$ cat src/rtl/mem_port_arbiter.sv
// mem_port_arbiter: shares one single-ported memory between instruction fetch
// and load/store. Data accesses have priority. Fetch is forced through after
// it has been denied MAX_WAIT consecutive cycles. One access is issued per
// cycle, and read data returns one cycle after its grant.
module mem_port_arbiter #(
    parameter int AWIDTH   = 32,
    parameter int DWIDTH   = 32,
    parameter int MAX_WAIT = 4
) (
    input  logic              clk,
    input  logic              rst,
    // fetch port
    input  logic              if_req_i,
    input  logic [AWIDTH-1:0] if_addr_i,
    output logic              if_gnt_o,
    output logic              if_rvalid_o,
    output logic [DWIDTH-1:0] if_rdata_o,
    // load/store port
    input  logic              dm_req_i,
    input  logic              dm_we_i,
    input  logic [AWIDTH-1:0] dm_addr_i,
    input  logic [DWIDTH-1:0] dm_wdata_i,
    input  logic [2:0]        dm_size_i,
    output logic              dm_gnt_o,
    output logic              dm_rvalid_o,
    output logic [DWIDTH-1:0] dm_rdata_o,
    // memory port
    output logic [AWIDTH-1:0] mem_addr_o,
    output logic [DWIDTH-1:0] mem_wdata_o,
    output logic [2:0]        mem_size_o,
    output logic              mem_ren_o,
    output logic              mem_wen_o,
    input  logic [DWIDTH-1:0] mem_rdata_i
);

    localparam logic [2:0] MEM_WORD = 3'b010;
    localparam logic [3:0] MAX_CNT  = 4'(MAX_WAIT);

    typedef enum logic [1:0] {
        OWN_NONE = 2'd0,
        OWN_IF   = 2'd1,
        OWN_DM   = 2'd2
    } owner_t;

    owner_t     resp_owner;
    logic [3:0] starve_cnt;
    logic       if_forced;

    // Fetch overrides data only after it has been starved long enough.
    assign if_forced = if_req_i && (starve_cnt == MAX_CNT);

    // Same-cycle grant selection. Reset masks both grants, so a grant is
    // never issued while rst is high.
    always_comb begin
        if_gnt_o = 1'b0;
        dm_gnt_o = 1'b0;
        if (!rst) begin
            if (if_forced) begin
                if_gnt_o = 1'b1;
            end else if (dm_req_i) begin
                dm_gnt_o = 1'b1;
            end else if (if_req_i) begin
                if_gnt_o = 1'b1;
            end
        end
    end

    // Route the granted request to the memory port. With no grant, drive zeros.
    always_comb begin
        mem_addr_o  = '0;
        mem_wdata_o = '0;
        mem_size_o  = 3'b000;
        mem_ren_o   = 1'b0;
        mem_wen_o   = 1'b0;
        if (if_gnt_o) begin
            mem_addr_o = if_addr_i;
            mem_size_o = MEM_WORD;
            mem_ren_o  = 1'b1;
        end else if (dm_gnt_o) begin
            mem_addr_o  = dm_addr_i;
            mem_wdata_o = dm_wdata_i;
            mem_size_o  = dm_size_i;
            mem_ren_o   = ~dm_we_i;
            mem_wen_o   = dm_we_i;
        end
    end

    // Record which requester owns the read data returning next cycle.
    // Stores produce no response, so they leave the owner at NONE.
    always_ff @(posedge clk) begin
        if (rst) begin
            resp_owner <= OWN_NONE;
        end else if (if_gnt_o) begin
            resp_owner <= OWN_IF;
        end else if (dm_gnt_o && !dm_we_i) begin
            resp_owner <= OWN_DM;
        end else begin
            resp_owner <= OWN_NONE;
        end
    end

    // Count consecutive denied fetch cycles, saturating at MAX_WAIT.
    // The count clears when fetch is granted or stops requesting.
    always_ff @(posedge clk) begin
        if (rst) begin
            starve_cnt <= 4'd0;
        end else if (if_gnt_o || !if_req_i) begin
            starve_cnt <= 4'd0;
        end else if (starve_cnt != MAX_CNT) begin
            starve_cnt <= starve_cnt + 4'd1;
        end
    end

    // Steer returning read data to its owner. Reset masks any in-flight
    // response, and rdata reads as zero whenever its rvalid is low.
    always_comb begin
        if_rvalid_o = !rst && (resp_owner == OWN_IF);
        dm_rvalid_o = !rst && (resp_owner == OWN_DM);
        if_rdata_o  = if_rvalid_o ? mem_rdata_i : '0;
        dm_rdata_o  = dm_rvalid_o ? mem_rdata_i : '0;
    end

endmodule

$ cat config.mk
export PLATFORM = sky130hd
export DESIGN_NAME = mem_port_arbiter
export DESIGN_NICKNAME = d
export VERILOG_FILES = /design/src/rtl/mem_port_arbiter.sv
export SDC_FILE = /design/constraint.sdc
export NUM_CORES = 1
export LEC_CHECK = 0
export CORE_AREA = 2 2 107 109
export DETAILED_ROUTE_END_ITERATION = 8
export DIE_AREA = 0 0 109 111
export GPL_TIMING_DRIVEN = 0
export PLACE_DENSITY = 0.57
export SYNTH_ARGS = -nofsm -noshare
export SYNTH_HDL_FRONTEND = slang
export SYNTH_SLANG_ARGS = --single-unit
export TNS_END_PERCENT = 20
$ cat constraint.sdc
create_clock -name clk -period 2.13 [get_ports clk]
set_input_delay 0.639 -clock clk [delete_from_list [all_inputs] [get_ports clk]]
set_output_delay 0.639 -clock clk [all_outputs]
set_load 0.05 [all_outputs]
# --- Yosys cells after proc, flatten, opt, wreduce, memory -nomap -nowiden ---
# Cells that the tools add are included.
word_totals:
  register_bits: 6
  latchBits: 0
  ram_bits: 0
  rom_bits: 0
  in_bits: 136
  out_inout_bits: 137
  elab_cells: 40
  memories: 0
op_classes:
  n_addsub: 1
  n_mul: 0
  div_mod_pow: 0
  magnitude_cmp: 0
  n_eq_ne: 4
  shift: 0
  mux: 21
  bitwise_logic: 1
  n_reduce_logical: 10
ops:
  columns: ["op", "count"]
  rows:
  - ["32-bit two-way mux", 6]
  - ["1-bit two-way mux", 12]
  - ["3-bit two-way mux", 2]
  - ["4-bit by 1-bit adder with 4-bit output (second input constant)", 1]
  - ["4-bit by 3-bit equality test with 1-bit output (second input constant)", 1]
  - ["1-bit logical AND", 4]
  - ["4-bit by 3-bit != test with 1-bit output (second input constant)", 1]
  - ["2-bit OR reduction", 2]
  - ["1-bit logical NOT", 3]
  - ["2-bit by 1-bit equality test with 1-bit output (second input constant)", 1]
  - ["2-bit equality test (second input constant)", 1]
  - ["2-bit two-way mux", 1]
  - ["1-bit logical OR", 1]
  - ["1-bit NOT", 1]

# --- Logic depth before layout (Yosys ltp) ---
# Gate-level depths: netlist (run 1).
logic_depth:
  depth_word: 7
  depth_mapped: 7
  mapped_depth_nobuf: 5

# --- Worst setup path before layout (run 1) ---
# OpenSTA, ideal clock, no wires.
synth_timing:
  path_type: "in2out"
  startpoint: "in rst"
  endpoint: "out mem_addr_o[24]"
  t_arrival_ns: 1.932
  required_ns: 1.491
  setup_slack_ns: -0.441
  stages: 4
  n_path_buf: 1
  path_cell_list: "nand2b_1 -> a21oi_4 -> buf_2 -> a22o_1"
synth_via:
  word_cells_on_any_way: 4
  classes_between: "4 x mux"
synth_lines:
  columns: ["item", "line", "text"]
  rows:
  - ["start, declared", "11", "input logic rst,"]
  - ["1-bit two-way mux", "57", "if (!rst) begin"]
  - ["via if_gnt_o", "15", "output logic if_gnt_o,"]
  - ["32-bit two-way mux", "75", "if (if_gnt_o) begin"]
  - ["end, declared", "28", "output logic [AWIDTH-1:0] mem_addr_o,"]
# The timed path passes the listed nets, and every way through them passes these cells.

# --- Worst setup path in the final report (run 1) ---
layout_timing:
  startpoint: "reg starve_cnt[1]"
  endpoint: "out mem_addr_o[8]"
layout_via:
  elab_chain_cells: 6
  word_cells_on_any_way: 8
  classes_between: "1 x eq/ne; 6 x mux; 1 x reduce/logical"
layout_rtl:
  columns: ["item", "line", "text"]
  rows:
  - ["start, declared", "46", "logic [3:0] starve_cnt;"]
  - ["start signal, assigned", "110", "starve_cnt <= starve_cnt + 4'd1;"]
  - ["4-bit by 3-bit equality test with 1-bit output (*)", "50", "assign if_forced = if_req_i && (starve_cnt == MAX_CNT);"]
  - ["1-bit logical AND (*)", "50", null]
  - ["1-bit two-way mux", "58", "if (if_forced) begin"]
  - ["1-bit two-way mux", "57", null]
  - ["32-bit two-way mux", "79", "end else if (dm_gnt_o) begin"]
  - ["32-bit two-way mux (*)", "75", null]
# Every way passes the cells marked *; elsewhere a longest branch is shown, timed or not.

==> impl_results.md, run 1 <==
- Diode count: 0
- Initial DRC count: 48
- Syn Area/Cell: 7.42 um2
- Syn Nets: 319
- Clk sink count: 6
- M1 GR Usage: 0.133
- Synthesized cell area: 1340 um2
- Ports: 273
- Reg clk slew, reported paths: 30 ps
- LEAKAGE: 0.00245 uW
- CTS buffer count: 3
- Failing checks: negative setup slack
- Critical Path Source Type: register
- Crit share post-route: 1.13
- Via count: 2422
- HPWL Detailed: 7870 um
- WP data arrival: 1770 ps
- CP dominant cell by count: buf_6
- Setup TNS: -18430 ps
- Worst clock skew: 0.852 ps
- Die X: 109 um
- Final setup viols: 119
- Min-delay src: starve_cnt[0]
- Pre-CTS setup slack: -1510 ps
- RSZ-0062 raised after global routing: true
- Via density: 3.98
- CTS tree: yes
- Largest net degree at the start of global routing: 11
- Met2 usage: 0.273
- Power Total: 1470 uW
- Final worst setup slack: -280 ps
- Starting Density: 0.121
- Max FO, Critical Path: 10
- Headroom to the max-slew limit: 0.835
- Max Fclk: 415 MHz
- Tmin final: 2410 ps
- Post-route ant nets: 0
- Critical path endpoint category: output pin
- Clk Latency, worst-skew pair: 230 ps
- # port buffers: 272
- CP Cell Sequence: inv_2, ha_4, nand3b_4, o211a_1, buf_6, buf_6, a22o_4, buf_6
- Die area: 12100 um2
- Max incr delay on CP: 320 ps
- Critical Path RT: 1490 ps
- Max VDD drop: 208 uV
- Crit. Startpoint: starve_cnt[1]
- GRT overflow: 0
- Power Dens Cells: 277 nW/um2
- Fillers: 1066
- WL per Instance: 14.9 um
- Routed Wire Length: 9080 um
- H-tree levels: 1
- Drt drc: 0
- GRT busiest layer: met2
- Area delta synth->final: 295%
- Sequential area share after synthesis: 0.0895
- Wire length of the first global-routing pass: 13000 um
- Pre-Repair DR Iteration Count: 4
- Max-slew violations: 0
- Max-Cap Viols: 0
- CORE AREA: 11100 um2
- YS warnings: 0
- GPL Wtd Cong: 0.757
- Die Y: 111 um
- Vias in the first global route: 2389
- Crit-path slowest cell: dfxtp_2
- Min-Delay Path Class: register to register
- Worst R2R Start: starve_cnt[1]
- Grt met3 use: 0.0476
- Ratio of cells with drive above 1 in the final layout: 0.642
- Synth unique cells: 21
- Gate Count Post-Synth: 181
- Worst Tran Pin Value: 250 ps
- Root buffer cell: clkbuf_16
- Row count: 39
- GRT Overall Usage: 0.137
- Count of final hold-check violations: 0
- NumNets Final: 606
- Flip-flop and latch count after synthesis: 6
- Crit Path Class: register to output pin
- Antenna violations before repair: 0
- Longest Clk Path Bufs: 2
- Status: finished with violations
-- logic make-up after synthesis --
group / Yosys count / share of synthesized area
adder cells (fa/ha/maj): 2 / 0.0186
buffers and inverters: 23 / 0.114
multiplexers: 1 / 0.00746
AND/OR/NAND/NOR: 111 / 0.521
AO/OA/AOI/OAI: 37 / 0.243
XOR/XNOR: 1 / 0.00652
flip-flops: 6 / 0.0895
-- metal layers --
layer,share of wire,wire length (um)
met5,0,0
met3,0.12,1120
met4,0.0037,34
met1,0.32,2900
met2,0.55,5030
-- area by class of cell --
class,count,area (um2),share of cell area
Buffer,17,211,0.0399
Sequential cell,6,123,0.0231
Multi-Input combinational cell,152,1560,0.294
Inverter,6,22.5,0.00425
Timing Repair Buffer,282,3130,0.590
Clock buffer,3,75.1,0.0142
Tap cell,143,179,0.0337
-- state kept, by name, indices dropped and copies added, names as in the netlist --
register    count
resp_owner      2
starve_cnt      4
-- cells in the final DEF (no fill, tap or decap), types with 2 or more instances in the layout --
master	count
a21o_4	2
a22o_1	4
a22o_4	27
and2_1	11
and2_2	21
and2_4	68
buf_12	4
buf_2	2
buf_4	14
buf_6	96
buf_8	46
clkbuf_16	3
clkbuf_4	2
clkbuf_8	2
clkdlybuf4s50_1	132
dfxtp_1	4
dfxtp_2	2
inv_1	4
inv_2	2
nor3_1	4
nor3b_4	2
-- cell usage after synthesis --
cell type    n  share of area
and2_1     100           0.47
a22o_1      32           0.21
buf_6        8          0.067
dfxtp_1      6          0.089
inv_1        6          0.017
buf_2        5          0.019
clkbuf_1     4          0.011
nor3_1       4          0.015
a21o_1       2          0.011
ha_1         2          0.019
nor3b_1      2          0.011
a21oi_1      1         0.0037
a21oi_4      1          0.012
mux2i_1      1         0.0075
nand2_1      1         0.0028
nand2b_1     1         0.0047
nand3_1      1         0.0037
nand3b_4     1          0.015
nor2_1       1         0.0028
o211a_1      1         0.0075
xnor2_1      1         0.0065
-- timing repair --
| item | 4_1_cts | 5_1_grt |
|---|---|---|
| setup endpoints to repair | 137 | 137 |
| pin swaps | 21 | 2 |
| hold buffers | 0 | 0 |
| gates cloned | 4 | 0 |
| buffers inserted | 6 | 0 |
| gates resized for setup | 999 | 113 |
-- path summary, 6_finish.rpt --
check / to / depth (start not counted) / slack, ps
worst max-delay path: mem_addr_o[8] / 8 / -280
worst min-delay path: starve_cnt[0] / 1 / 460
worst max register to register: resp_owner[1] / 7 / 710
worst min register to register: starve_cnt[0] / 1 / 460
-- stage by stage --
stage	cells	util	hold WS, ps	area, um2
after floorplan	181	-	451	1740
after global placement	596	0.419	473	4650
after detailed placement	596	0.419	484	4650
after CTS	609	0.456	448	5060
after global routing	609	0.479	485	5300
final	609	0.479	457	5300
-- critical path: cells and delay by family (launching register included) --
family          cells  cell delay (ps)
buf+inv             4              510
compound gates      2              450
flops               1              320
fa+ha+maj           1              140
simple gates        1              100
-- power by group --
| group | switching (uW) | total [uW] | leakage (uW) | internal [uW] |
|---|---|---|---|---|
| Sequential | 2.83 | 119 | 0.0000497 | 116 |
| Clock | 61.8 | 303 | 0.0000370 | 241 |
| Combinational | 507 | 1050 | 0.00236 | 541 |
No activity file was read; power rests on OpenSTA's default activity.
==> run 2, diff against run 1 <==
--- a/config.mk
+++ b/config.mk
@@ -5,11 +5,12 @@
 export SDC_FILE = /design/constraint.sdc
 export NUM_CORES = 1
 export LEC_CHECK = 0
-export CORE_AREA = 2 2 107 109
+export ABC_AREA = 1
+export CORE_AREA = 2 2 105 107
 export DETAILED_ROUTE_END_ITERATION = 8
-export DIE_AREA = 0 0 109 111
+export DIE_AREA = 0 0 107 109
 export GPL_TIMING_DRIVEN = 0
-export PLACE_DENSITY = 0.57
+export PLACE_DENSITY = 0.61
 export SYNTH_ARGS = -nofsm -noshare
 export SYNTH_HDL_FRONTEND = slang
 export SYNTH_SLANG_ARGS = --single-unit
==> run 2 against run 1 <==
Net effect: the run still ends with negative setup slack left; design area increased by 3.4%; die area fell by 3.6%; clock skew grew 1.9 ps; fmax is 8.2% higher; clock power shrank 44%; sequential share of layout area is 0.054 points lower; flip-flop and latch count unchanged; via count grew 34%; clock-buffer cell count unchanged; global-route usage is 3.3 points higher; combinational power increased by 8%; critical endpoint is now mem_ren_o.
==> impl_results.md, run 2 <==
- Routed Wire Length: 11100 um (was 9080 um)
- M1 GR Usage: 0.192 (was 0.133)
- Placed cell area: 4710 um2 (was 4650 um2)
- Clk sink count: 6 (unchanged)
- Syn Area/Cell: 4.71 um2 (was 7.42 um2)
- Crit Path Class: primary input to output pin (was register to output pin)
- Sequential area share after synthesis: 0.0761 (was 0.0895)
- Headroom to the max-slew limit: 0.851 (was 0.835)
- Row count: 38 (was 39)
- Status: finished with violations (unchanged)
- Post-route ant nets: 0 (unchanged)
- CP top delay family: buffers and inverters (unchanged)
- Largest net degree at the start of global routing: 11 (unchanged)
- Synth unique cells: 20 (was 21)
- Diode count: 0 (unchanged)
- H-tree levels: 1 (unchanged)
- YS warnings: 0 (unchanged)
- Antenna violations before repair: 0 (unchanged)
- GPL Wtd Cong: 0.797 (was 0.757)
- Max incr delay on CP: 170 ps (was 320 ps)
- CTS tree: yes (unchanged)
- Min-Delay Path Class: register to register (unchanged)
- Starting Density: 0.149 (was 0.121)
- Max FO, Critical Path: 7 (was 10)
- Crit-path slowest cell: nor2_4 (was dfxtp_2)
- Crit share post-route: 1.05 (was 1.13)
- CORE AREA: 10600 um2 (was 11100 um2)
- GRT Overall Usage: 0.170 (was 0.137)
- Via count: 3247 (was 2422)
- Wire length of the first global-routing pass: 15900 um (was 13000 um)
- NumNets Final: 773 (was 606)
- LEAKAGE: 0.00275 uW (was 0.00245 uW)
- Setup TNS: -3230 ps (was -18430 ps)
- Bufs and invs on worst path: 5 (was 4)
- Critical Path Source Type: primary input (was register)
- CTS buffer count: 3 (unchanged)
- Met2 usage: 0.339 (was 0.273)
- Critical Path RT: 1490 ps (about the same)
- Die Y: 109 um (was 111 um)
- Max-Cap Viols: 0 (unchanged)
- Max FFs per register: 4 (unchanged)
- Ratio of cells with drive above 1 in the final layout: 0.433 (was 0.642)
- Root buffer cell: clkbuf_8 (was clkbuf_16)
- Max Fclk: 449 MHz (was 415 MHz)
- Most common cell in the netlist: nor2_1 (was and2_1)
- Tmin final: 2230 ps (was 2410 ps)
- Number of synthesized flops with an enable pin: 0 (unchanged)
- Critical path endpoint category: output pin (unchanged)
- Synth Flop Type: dfxtp_1 (unchanged)
- Switching power: 654 uW (was 572 uW)
- Final setup viols: 71 (was 119)
- Max VDD drop: 127 uV (was 208 uV)
- Die area: 11700 um2 (was 12100 um2)
- Final worst setup slack: -97.9 ps (was -280 ps)
- Die X: 107 um (was 109 um)
- Post-synth top cells: 104 x nor2_1, 79 x inv_1, 39 x nand2_1 (was 100 x and2_1, 32 x a22o_1, 8 x buf_6)
- Count of final hold-check violations: 0 (unchanged)
- HPWL Detailed: 8450 um (was 7870 um)
- Max-slew violations: 0 (unchanged)
- Final instance area: 5480 um2 (was 5300 um2)
- Register with the most flip-flops: starve_cnt (unchanged)
- Initial DRC count: 159 (was 48)
- GRT busiest layer: met2 (unchanged)
- Reg clk slew, reported paths: 40 ps (was 30 ps)
- Synth area leaders: nor2_1 25%, inv_1 19%, nand4_1 13% (was and2_1 47%, a22o_1 21%, dfxtp_1 8.9%)
- Worst clock skew: 2.72 ps (was 0.852 ps)
- Longest Clk Path Bufs: 2 (unchanged)
- Via density: 4.20 (was 3.98)
- Ports: 273 (unchanged)
- Grt met3 use: 0.0305 (was 0.0476)
- Internal power: 761 uW (was 898 uW)
- WL per Instance: 14.4 um (was 14.9 um)
- Commonest non-fill, non-tap cell in the layout: clkdlybuf4s50_1 (unchanged)
- Gate Count Post-Synth: 335 (was 181)
- Drt drc: 0 (unchanged)
- # port buffers: 271 (was 272)
- Leading area contributor after synthesis: nor2_1 (was and2_1)
- Power share of the clock group: 0.121 (was 0.206)
- Clk Latency, worst-skew pair: 220 ps (was 230 ps)
- Vias in the first global route: 3126 (was 2389)
- Comb pwr share: 0.796 (was 0.713)
- Commonest cells after routing, fill and taps aside: 131 x clkdlybuf4s50_1, 114 x buf_6, 76 x inv_1 (was 132 x clkdlybuf4s50_1, 96 x buf_6, 68 x and2_4)
- Biggest regs: starve_cnt: 4 flops, resp_owner: 2 flops (unchanged)
- Power Dens Cells: 258 nW/um2 (was 277 nW/um2)
- Pre-Repair DR Iteration Count: 4 (unchanged)
- Synthesized cell area: 1580 um2 (was 1340 um2)
- Failing checks: negative setup slack (unchanged)
- Syn Nets: 473 (was 319)
- Area delta synth->final: 247% (was 295%)
- FFs w/ async S/R, synth: 0 (unchanged)
- Switch share: 0.462 (was 0.389)
- RSZ-0062 raised after global routing: true (unchanged)
- WP data arrival: 1590 ps (was 1770 ps)
- CP Cell Sequence: buf_8, inv_4, nor2_4, nand2_4, buf_12, buf_4, o21ai_2, buf_6 (was inv_2, ha_4, nand3b_4, o211a_1, buf_6, buf_6, a22o_4, buf_6)
- GRT overflow: 0 (unchanged)
- Flip-flop and latch count after synthesis: 6 (unchanged)
- Hold Buf Count CTS: 0 (unchanged)
- Sequential share of power: 0.083 (was 0.081)
- Synth top area share: 0.247 (was 0.466)
- Worst Tran Pin Value: 224 ps (was 250 ps)
[run 2: worst paths after layout]
check | slack, ps | depth (start not counted) | start | to
worst min-delay path | 490 | 2 | starve_cnt[3] | starve_cnt[3]
worst min register to register | 490 | 2 | starve_cnt[3] | starve_cnt[3]
worst max register to register | 890 | 8 | starve_cnt[1] | starve_cnt[1]
worst max-delay path | -100 | 8 | dm_req_i | mem_ren_o
[run 2: worst register-to-register path, cell delays in order, from the launching register on]
cell	delay, ps
dfxtp_2	310
inv_2	70
ha_4	170
nand3_4	130
buf_4	180
nand3_1	130
inv_1	60
nand2_1	60
inv_1	30
[run 2: what timing repair did]
item                                    CTS  global route
endpoints found under the setup margin  137           137
pin swaps                                25             7
hold endpoints to repair                  0             0
gates cloned                              9             1
gates resized for setup                 986            89
setup buffers                            13             1
[run 2: routing by layer]
layer	share of wire	routed length [um]
met5	0	0
met4	0.010	116
met3	0.071	793
met2	0.55	6080
met1	0.37	4110
[run 2: area by class of cell]
class / count / area (um2)
Fill cell: 1007 / 5120
Timing Repair Buffer: 294 / 3130
Multi-Input combinational cell: 223 / 1420
Inverter: 81 / 314
Buffer: 26 / 277
Tap cell: 140 / 175
Sequential cell: 6 / 124
Clock buffer: 3 / 41.3
[run 2: cells by family after synthesis]
family,after synthesis,share of synthesized area
compound gates,4,0.0127
simple gates,215,0.607
flops,6,0.0761
xor+xnor,1,0.00555
buf+inv,107,0.283
fa+ha+maj,2,0.0158
[run 2: per-stage QoR]
step / total power (uW) / worst slack, ps / hold slack [ps] / utilization / instances
finish: 1410 / -97.9 / 494 / 0.517 / 773
global route: 1480 / -170 / 540 / 0.517 / 773
CTS: 1390 / -104 / 500 / 0.488 / 771
detailed placement: 1090 / -1340 / 481 / 0.444 / 746
global placement: 1080 / -1340 / 461 / 0.444 / 746
floorplan: 631 / -218 / 441 / - / 335
[run 2: power groups by stage]
stage	logic [uW]	clock network (uW)	registers [uW]
5_1_grt	1180	184	118
3_5_place_dp	971	0	119
3_3_place_gp	964	0	119
4_1_cts	1090	177	117
6_report	1130	171	117
2_1_floorplan	513	0	119
